===== config.mk =====
export PLATFORM = sky130hd
export DESIGN_NAME = tmds_channel_encoder
export DESIGN_NICKNAME = d
export VERILOG_FILES = /design/src/rtl/tmds_pkg.sv /design/src/rtl/tmds_channel_encoder_tm_choice.sv /design/src/rtl/tmds_channel_encoder.sv
export SDC_FILE = /design/constraint.sdc
export NUM_CORES = 1
export LEC_CHECK = 0
export ABC_AREA = 1
export ABC_CLOCK_PERIOD_IN_PS = 4600
export CELL_PAD_IN_SITES_DETAIL_PLACEMENT = 2
export CELL_PAD_IN_SITES_GLOBAL_PLACEMENT = 2
export CORE_MARGIN = 8
export CORE_UTILIZATION = 33
export CTS_CLUSTER_DIAMETER = 50
export DETAILED_ROUTE_END_ITERATION = 8
export PLACE_DENSITY = 0.78
export SLEW_MARGIN = 20
export SYNTH_ARGS = -nofsm -noshare
export SYNTH_HDL_FRONTEND = slang
export SYNTH_HIERARCHICAL = 1
export SYNTH_SLANG_ARGS = --single-unit

===== constraint.sdc =====
create_clock -name i_clk -period 4.6 [get_ports i_clk]
set_clock_uncertainty 0.1 [all_clocks]
set_input_delay 0.92 -clock i_clk [delete_from_list [all_inputs] [get_ports i_clk]]
set_output_delay 0.92 -clock i_clk [all_outputs]
set_load 0.02 [all_outputs]

===== src/rtl/tmds_pkg.sv =====
// Shared types and control-symbol constants for the TMDS channel encoder.
package tmds_pkg;

  typedef logic [9:0] tmds_sym_t;
  typedef logic [8:0] qm_t;

  localparam tmds_sym_t CTRL_00 = 10'b1101010100;
  localparam tmds_sym_t CTRL_01 = 10'b0010101011;
  localparam tmds_sym_t CTRL_10 = 10'b0101010100;
  localparam tmds_sym_t CTRL_11 = 10'b1010101011;

  function automatic tmds_sym_t ctrl_symbol(input logic [1:0] ctrl);
    tmds_sym_t sym;
    case (ctrl)
      2'b00:   sym = CTRL_00;
      2'b01:   sym = CTRL_01;
      2'b10:   sym = CTRL_10;
      default: sym = CTRL_11;
    endcase
    return sym;
  endfunction

endpackage


===== src/rtl/tmds_channel_encoder_tm_choice.sv =====
// Transition-minimization stage: picks XOR or XNOR chaining to reduce
// transitions in the 8-bit word; bit 8 records the choice (1 = XOR).
module tm_choice
  import tmds_pkg::*;
(
  input  logic [7:0] i_data,
  output qm_t        o_qm
);

  logic [3:0] w_ones;
  logic       w_use_xnor;

  always_comb begin
    w_ones     = 4'($countones(i_data));
    w_use_xnor = (w_ones > 4'd4) || ((w_ones == 4'd4) && !i_data[0]);
    o_qm       = '0;
    o_qm[0]    = i_data[0];
    for (int i = 1; i < 8; i++) begin
      o_qm[i] = w_use_xnor ? ~(i_data[i] ^ o_qm[i-1]) : (i_data[i] ^ o_qm[i-1]);
    end
    o_qm[8] = ~w_use_xnor;
  end

endmodule


===== src/rtl/tmds_channel_encoder.sv =====
// 8b/10b TMDS channel encoder: transition minimization, running DC balance and
// control-symbol insertion, two registered stages from input to o_tmds.
module tmds_channel_encoder
  import tmds_pkg::*;
#(
  parameter int CNT_W = 5
) (
  input  logic                    i_clk,
  input  logic                    i_rst,
  input  logic [7:0]              i_data,
  input  logic [1:0]              i_ctrl,
  input  logic                    i_ve,
  output logic [9:0]              o_tmds,
  output logic signed [CNT_W-1:0] o_disparity
);

  // Continuous stream: no valid/ready; every cycle consumes one input and
  // produces one symbol, with a fixed two-cycle delay.
  qm_t                     w_qm;
  qm_t                     r_qm;
  logic                    r_ve_s1;
  logic [1:0]              r_ctrl_s1;
  tmds_sym_t               r_tmds;
  logic signed [CNT_W-1:0] r_cnt;

  tm_choice u_tm_choice (
    .i_data (i_data),
    .o_qm   (w_qm)
  );

  always_ff @(posedge i_clk or posedge i_rst) begin
    if (i_rst) begin
      r_qm      <= '0;
      r_ve_s1   <= 1'b0;
      r_ctrl_s1 <= 2'b00;
    end else begin
      r_qm      <= w_qm;
      r_ve_s1   <= i_ve;
      r_ctrl_s1 <= i_ctrl;
    end
  end

  logic [3:0]              w_n1;
  logic [3:0]              w_n0;
  logic signed [CNT_W-1:0] w_diff;
  logic signed [CNT_W-1:0] w_two_qm8;
  logic signed [CNT_W-1:0] w_two_nqm8;
  logic                    w_cnt_pos;
  logic                    w_cnt_neg;
  tmds_sym_t               w_tmds_nxt;
  logic signed [CNT_W-1:0] w_cnt_nxt;

  always_comb begin
    w_n1       = 4'($countones(r_qm[7:0]));
    w_n0       = 4'd8 - w_n1;
    // Counts are 0..8, so widen with zeros before taking the signed difference.
    w_diff     = CNT_W'(w_n1) - CNT_W'(w_n0);
    w_two_qm8  = r_qm[8] ? CNT_W'(2) : '0;
    w_two_nqm8 = r_qm[8] ? '0 : CNT_W'(2);
    w_cnt_neg  = r_cnt[CNT_W-1];
    w_cnt_pos  = !r_cnt[CNT_W-1] && (r_cnt != '0);
    w_tmds_nxt = '0;
    w_cnt_nxt  = '0;
    if (!r_ve_s1) begin
      w_tmds_nxt = ctrl_symbol(r_ctrl_s1);
      w_cnt_nxt  = '0;
    end else if ((r_cnt == '0) || (w_n1 == w_n0)) begin
      w_tmds_nxt = {~r_qm[8], r_qm[8], r_qm[8] ? r_qm[7:0] : ~r_qm[7:0]};
      w_cnt_nxt  = r_qm[8] ? (r_cnt + w_diff) : (r_cnt - w_diff);
    end else if ((w_cnt_pos && (w_n1 > w_n0)) || (w_cnt_neg && (w_n0 > w_n1))) begin
      w_tmds_nxt = {1'b1, r_qm[8], ~r_qm[7:0]};
      w_cnt_nxt  = r_cnt + w_two_qm8 - w_diff;
    end else begin
      w_tmds_nxt = {1'b0, r_qm[8], r_qm[7:0]};
      w_cnt_nxt  = r_cnt + w_diff - w_two_nqm8;
    end
  end

  always_ff @(posedge i_clk or posedge i_rst) begin
    if (i_rst) begin
      r_tmds <= '0;
      r_cnt  <= '0;
    end else begin
      r_tmds <= w_tmds_nxt;
      r_cnt  <= w_cnt_nxt;
    end
  end

  assign o_tmds      = r_tmds;
  assign o_disparity = r_cnt;

endmodule


==> impl_summary.log <==
[metrics] final wirelength: 6380 microns
[metrics] average vias per placed instance: 4.700
[metrics] period utilisation layout: 0.9697
[metrics] Max Slew Vio Count: 0
[metrics] syn_nets: 343
[metrics] leading cell types by count after synthesis: 79 x sky130_fd_sc_hd__nand2_1, 56 x sky130_fd_sc_hd__inv_1, 33 x sky130_fd_sc_hd__nand3_1, 27 x sky130_fd_sc_hd__dfrtp_1, 22 x sky130_fd_sc_hd__ha_1
[metrics] maximum cell stage delay along the critical path: 610 ps
[metrics] Vias: 2002
[metrics] Max clock buf depth: 2
[metrics] final number of setup-violating endpoints: 0
[metrics] source-to-sink clock delay at the later pin of the worst-skew pair: 270 ps
[metrics] die boundary width: 100.2 microns
[metrics] Routed Antenna Nets: 0
[metrics] cell type with the highest occurrence count on the critical path: sky130_fd_sc_hd__nand2_1
[metrics] Max Fclk: 224.2 MHz
[metrics] transition time of the tightest slew-check pin: 947.8 ps
[metrics] final net count: 378
[metrics] Worst path top cell family by delay: adder cells
[metrics] Initial Utilization: 0.3423
[metrics] share of final-layout standard cells stronger than drive strength 1: 0.1636
[metrics] cells traversed along the worst timing path: inv_2 -> fa_1 -> fa_1 -> fa_1 -> inv_2 -> ha_4 -> fa_2 -> inv_4 -> buf_4 -> fa_2 -> nand2_1 -> inv_1 -> nand3_1 -> nand2_1 -> nand2_1 -> nand3_2 -> nand2_1 -> nand2_1 -> nand3_1 -> nand2_1 -> inv_1
[metrics] grt ovf: 0
[metrics] maximum fanout along the worst path: 3
[metrics] CP bufs+invs: 6
[metrics] run status: finished clean
[metrics] worst setup path end: o_disparity[4]$_DFF_PP0_
[metrics] final routed wire length divided by cell count: 14.98 microns
[metrics] category of the worst setup path capture point: flop
[metrics] clock tree from TritonCTS: yes
[metrics] top cell type by total area after synthesis: sky130_fd_sc_hd__dfrtp_1
[metrics] cell at the slowest stage of the critical path: sky130_fd_sc_hd__fa_2
[metrics] EDFF count, synth: 0
[metrics] Crit Reg-Reg Startpoint: r_qm[3]$_DFF_PP0_
[metrics] top-level I/O count: 28
[metrics] CTS sink cnt: 27
[metrics] worst hold-check path type: flop to flop
[metrics] antenna violations before repair: 0
[metrics] number of synthesized register bits: 27
[metrics] global placer's final weighted congestion: 0.7872
[metrics] row count: 30
[metrics] relative max-transition margin: 0.3642
[metrics] arrival time of the worst setup path: 4540 ps
[metrics] TritonCTS buffer count: 3
[metrics] cell count of the worst reg-to-reg path: 21
[metrics] count of synthesis-stage warnings from yosys: 6
[metrics] Crit Path Category: flop to flop
[metrics] setup repair after global routing missed its margin: yes
[metrics] area added between synthesis and finish: 21.46%
[metrics] number of failing hold endpoints at the final stage: 0
[metrics] synth unique cells: 25
[metrics] post-route DRC violation count: 0
[metrics] final critical delay including setup and external delays: 4460 ps
[metrics] main area contributors after synthesis: sky130_fd_sc_hd__dfrtp_1 29%, sky130_fd_sc_hd__nand2_1 13%, sky130_fd_sc_hd__ha_1 12%
[metrics] first-pass GRT wire length: 10740 microns
[metrics] WP data required: 4680 ps
[metrics] fraction of synthesis flops using an asynchronous set or reset pin: 1.000
[metrics] cells after synthesis: 296
[metrics] Worst R2R End: o_disparity[4]$_DFF_PP0_
[metrics] core region area: 6832 sq um
[metrics] predominant post-synthesis flop cell: sky130_fd_sc_hd__dfrtp_1
[metrics] startpoint of the most critical setup path: r_qm[3]$_DFF_PP0_
[metrics] share of the core filled with cells: 0.4158
[metrics] Die Y: 100.2 microns
[metrics] GR Util All Layers: 0.1309
[metrics] Inserted Diodes: 0
[metrics] pin count of the biggest net entering global routing: 28
[metrics] Die Outline Area: 10040 sq um
[metrics] total of fill cells in the finished design: 799
[metrics] half-perimeter wire length of the detailed placement result: 5237 microns
[metrics] mean instance size in the synthesized netlist: 7.900 sq um
[metrics] htree depth: 1
[metrics] Worst path depth: 21
[metrics] number of maximum-capacitance violations: 0
[metrics] Pre-antenna DRT Iters: 4
[metrics] count of port buffers added during placement: 27
[metrics] setup slack of the worst register-to-register path: 140 ps
[metrics] post-synth top area share: 0.2889
[metrics] number of global-route vias before repair: 2259
[metrics] synthesized area: 2338 sq um
[metrics] CTS clock-pin slew for the worst setup and hold paths: 90 ps
[metrics] CP startpoint kind: flop
[metrics] sequential area share after synthesis: 0.2889
[metrics] starting DRC count in detailed routing: 35
[metrics] top-count cell post-synth: sky130_fd_sc_hd__nand2_1
[metrics] root cell of the clock tree: sky130_fd_sc_hd__clkbuf_8
[layout by cell type (no fill, tap or decap), types with 7 or more instances in the layout]
master / instances
sky130_fd_sc_hd__dfrtp_1: 27
sky130_fd_sc_hd__nand3_1: 32
sky130_fd_sc_hd__ha_1: 20
sky130_fd_sc_hd__o21ai_0: 7
sky130_fd_sc_hd__nand2_1: 79
sky130_fd_sc_hd__nor2_1: 7
sky130_fd_sc_hd__inv_2: 10
sky130_fd_sc_hd__inv_1: 50
sky130_fd_sc_hd__clkdlybuf4s50_1: 27
sky130_fd_sc_hd__fa_1: 10
sky130_fd_sc_hd__nand2_2: 13
[worst min path at each step]
stage                          endpoint  cells past startpoint                startpoint  slack (ps)
2_1_floorplan       o_tmds[0]$_DFF_PP0_                      3         r_qm[0]$_DFF_PP0_         400
5_1_grt        o_disparity[0]$_DFF_PP0_                      2  o_disparity[0]$_DFF_PP0_         470
3_3_place_gp   o_disparity[0]$_DFF_PP0_                      2  o_disparity[0]$_DFF_PP0_         380
6_report       o_disparity[0]$_DFF_PP0_                      2  o_disparity[0]$_DFF_PP0_         410
4_1_cts        o_disparity[0]$_DFF_PP0_                      2  o_disparity[0]$_DFF_PP0_         430
3_5_place_dp   o_disparity[0]$_DFF_PP0_                      2  o_disparity[0]$_DFF_PP0_         400
[metrics by stage]
stage          hold slack, ps  std cells  instance area [sq um]  TNS (ps)  setup slack [ps]
2_1_floorplan           402.4        296                   2338         0             366.5
5_1_grt                 468.9        426                   2840    -89.63            -89.63
6_report                413.0        426                   2840         0             139.6
3_3_place_gp            380.1        418                   2724         0             220.1
4_1_cts                 426.5        422                   2769         0             13.10
3_5_place_dp            404.1        418                   2724         0             60.79
[kinds of logic after synthesis]
family | synth area share
adder cells (fa/ha/maj) | 0.2204
AND/OR/NAND/NOR | 0.3007
flip-flops | 0.2889
buffers and inverters | 0.1102
AO/OA/AOI/OAI | 0.06100
XOR/XNOR | 0.01873
[state kept, by name, summed over array words and instances, names as in the netlist]
| signal | flops |
|---|---|
| o_disparity | 5 |
| o_tmds | 10 |
| r_qm | 9 |
| r_ve_s1 | 1 |
| r_ctrl_s1 | 2 |
[repair_timing]
item                                    in CTS  in global routing
setup buffers                                0                  4
hold buffers                                 0                  0
endpoints found under the setup margin       0                  1
resized for setup                            0                 14
[final cells by class]
type	instances	area, sq um	area share
clock buffer	4	45.04	0.01586
inverter	64	247.7	0.08722
multi-input combinational	203	1444	0.5084
sequential	27	675.6	0.2379
tap	96	120.1	0.04229
timing repair buffer	32	307.8	0.1084
[metal layers]
metal	global-route usage	vias to the layer above	wire [microns]
met5	0	-	0
met4	0.02674	0	78
li1	-	971	-
met1	0.1536	995	2796
met2	0.2431	28	3338
met3	0.02007	8	167
[tightest hold or removal path: stages (launching register included)]
cell	delay [ps]
sky130_fd_sc_hd__dfrtp_1	380
sky130_fd_sc_hd__nand2_1	60
sky130_fd_sc_hd__inv_1	50
Power is not shown: default switching activity piles up to over one toggle a cycle in this logic, so the estimate is an artifact.
==> RTL edit, RTL diff (same settings) <==
`CNT_W`: 5 -> 6.
--- a/src/rtl/tmds_channel_encoder.sv
+++ b/src/rtl/tmds_channel_encoder.sv
@@ -3,7 +3,7 @@
 module tmds_channel_encoder
   import tmds_pkg::*;
 #(
-  parameter int CNT_W = 5
+  parameter int CNT_W = 6
 ) (
   input  logic                    i_clk,
   input  logic                    i_rst,
Ports: changed (resized o_disparity); port bits go from 28 to 29. The function was not compared with the original's and may differ.
==> RTL edit against the original RTL <==
  * The run now ends with setup timing left
  * Setup slack worse by 0.89 ns
  * Via count rose by 33%
  * Non-clock buffer count grew 41
  * First-iteration DRC count up 130%
  * Cell area up 28%
  * Sequential cell count up 1
  * Count of clock-buffer cells in the layout fell by 1
  * Synthesized area rose by 12%
  * Critical path depth is 8 higher
  * Wire length rose by 72%
  * Critical endpoint is now o_disparity[5]
  * Largest cell class unchanged
Power is not shown: default switching activity piles up to over one toggle a cycle in this logic, so the estimate is an artifact.
==> RTL edit: results (changes against the original RTL) <==
{| class="wikitable"
! Metric !! Value
|-
| DR vias || 2669 (+33%)
|-
| Minimum setup slack after placement || -0.772 ns (-0.833 ns)
|-
| Unique cell type count in the Yosys netlist || 23 (-8.0%)
|-
| Status || finished with violations
|-
| Dominant cells by area after synthesis || sky130_fd_sc_hd__dfrtp_1, sky130_fd_sc_hd__nand2_1, sky130_fd_sc_hd__ha_1
|-
| Source-to-sink clock delay at the later pin of the worst-skew pair || 0.30 ns (+0.03 ns)
|-
| Largest stage delay on the critical path || 0.53 ns (-0.08 ns)
|-
| Number of nets in the layout || 481 (+27%)
|-
| Max stage delay cell, worst path || sky130_fd_sc_hd__fa_1
|-
| Net count of the mapped netlist || 406 (+18%)
|-
| Average wire per standard cell || 20.8 um (+39%)
|-
| Crit Path Max Fanout || 4 (+1)
|-
| Final worst setup slack || -0.746 ns (-0.886 ns)
|-
| GRT Util Overall || 17.5% (+4.4 points)
|-
| Post-detailed-placement half-perimeter wirelength || 7610 um (+45%)
|-
| Failing checks || setup timing
|-
| Largest net degree at the start of global routing || 29 (+3.6%)
|-
| Global-route wire length before repair || 15400 um (+43%)
|-
| Setup TNS || -2.49 ns (-2.49 ns)
|-
| Cell types with the highest counts after synthesis || sky130_fd_sc_hd__nand2_1, sky130_fd_sc_hd__inv_1, sky130_fd_sc_hd__nand3_1
|-
| Count of endpoints failing setup in the final report || 11 (+11)
|-
| Normalized max-slew margin || 52.1% (+16 points)
|-
| Quantity of I/O buffers inserted on ports || 28 (+3.7%)
|-
| Dpl cell area || 0.00336 sq mm (+23%)
|-
| Fraction of final layout cells sized beyond drive strength 1 || 24.4% (+8.0 points)
|-
| Final WL || 11000 um (+72%)
|-
| Area share of the largest cell type after synthesis || 26.7% (-2.2 points)
|-
| Initial detailed-routing violation count || 80 (+130%)
|-
| Multi-input combinational cell area || 0.00182 sq mm (+26%)
|-
| Proportion of synthesized chip area in sequential cells || 26.7% (-2.2 points)
|-
| Count of fill cells added during filler insertion || 859 (+7.5%)
|}
==> RTL edit: final timing paths <==
check	slack, ns	startpoint	depth (start not counted)	end
max in group asynchronous	3.20	i_rst	3	o_tmds[8]
worst max register to register	-0.75	r_qm[0]	29	o_disparity[5]
worst min register to register	0.45	o_disparity[0]	2	o_disparity[0]
worst max-delay path	-0.75	r_qm[0]	29	o_disparity[5]
min in group asynchronous	0.90	i_rst	3	o_tmds[1]
worst min-delay path	0.45	o_disparity[0]	2	o_disparity[0]
==> RTL edit: layout make-up <==
type / instances / area share [%]
multi-input cells: 254 / 49.9
flip-flops and latches: 28 / 19.3
repair buffers: 73 / 18.4
inverters: 68 / 7.01
well taps: 102 / 3.51
clock buffers: 3 / 1.13
clock inverters: 1 / 0.825
==> RTL edit: routing by layer <==
| layer | up-vias | GRT usage, % | wire length, um | share of wire (%) |
|---|---|---|---|---|
| met3 | 22 | 1.71 | 350 | 3.2 |
| met5 | - | 0 | 0 | 0 |
| met1 | 1348 | 18.4 | 4250 | 39 |
| met2 | 66 | 35.3 | 6060 | 55 |
| met4 | 0 | 4.89 | 319 | 2.9 |
| li1 | 1233 | - | - | - |
==> RTL edit: logic make-up after synthesis <==
group	count (synthesis)	share of synthesized area (%)
compound gates	35	7.62
buf+inv	71	10.6
mux	1	0.381
xor+xnor	8	2.67
fa+ha+maj	40	23.1
flops	28	26.7
simple gates	170	29.0
==> RTL edit: repair_timing <==
| action | in CTS | in global routing |
|---|---|---|
| cloned | 0 | 2 |
| buffers inserted | 3 | 4 |
| resized for setup | 10 | 21 |
| endpoints found under the setup margin | 14 | 14 |
| pin swaps | 13 | 11 |
| endpoints found under the hold margin | 0 | 0 |
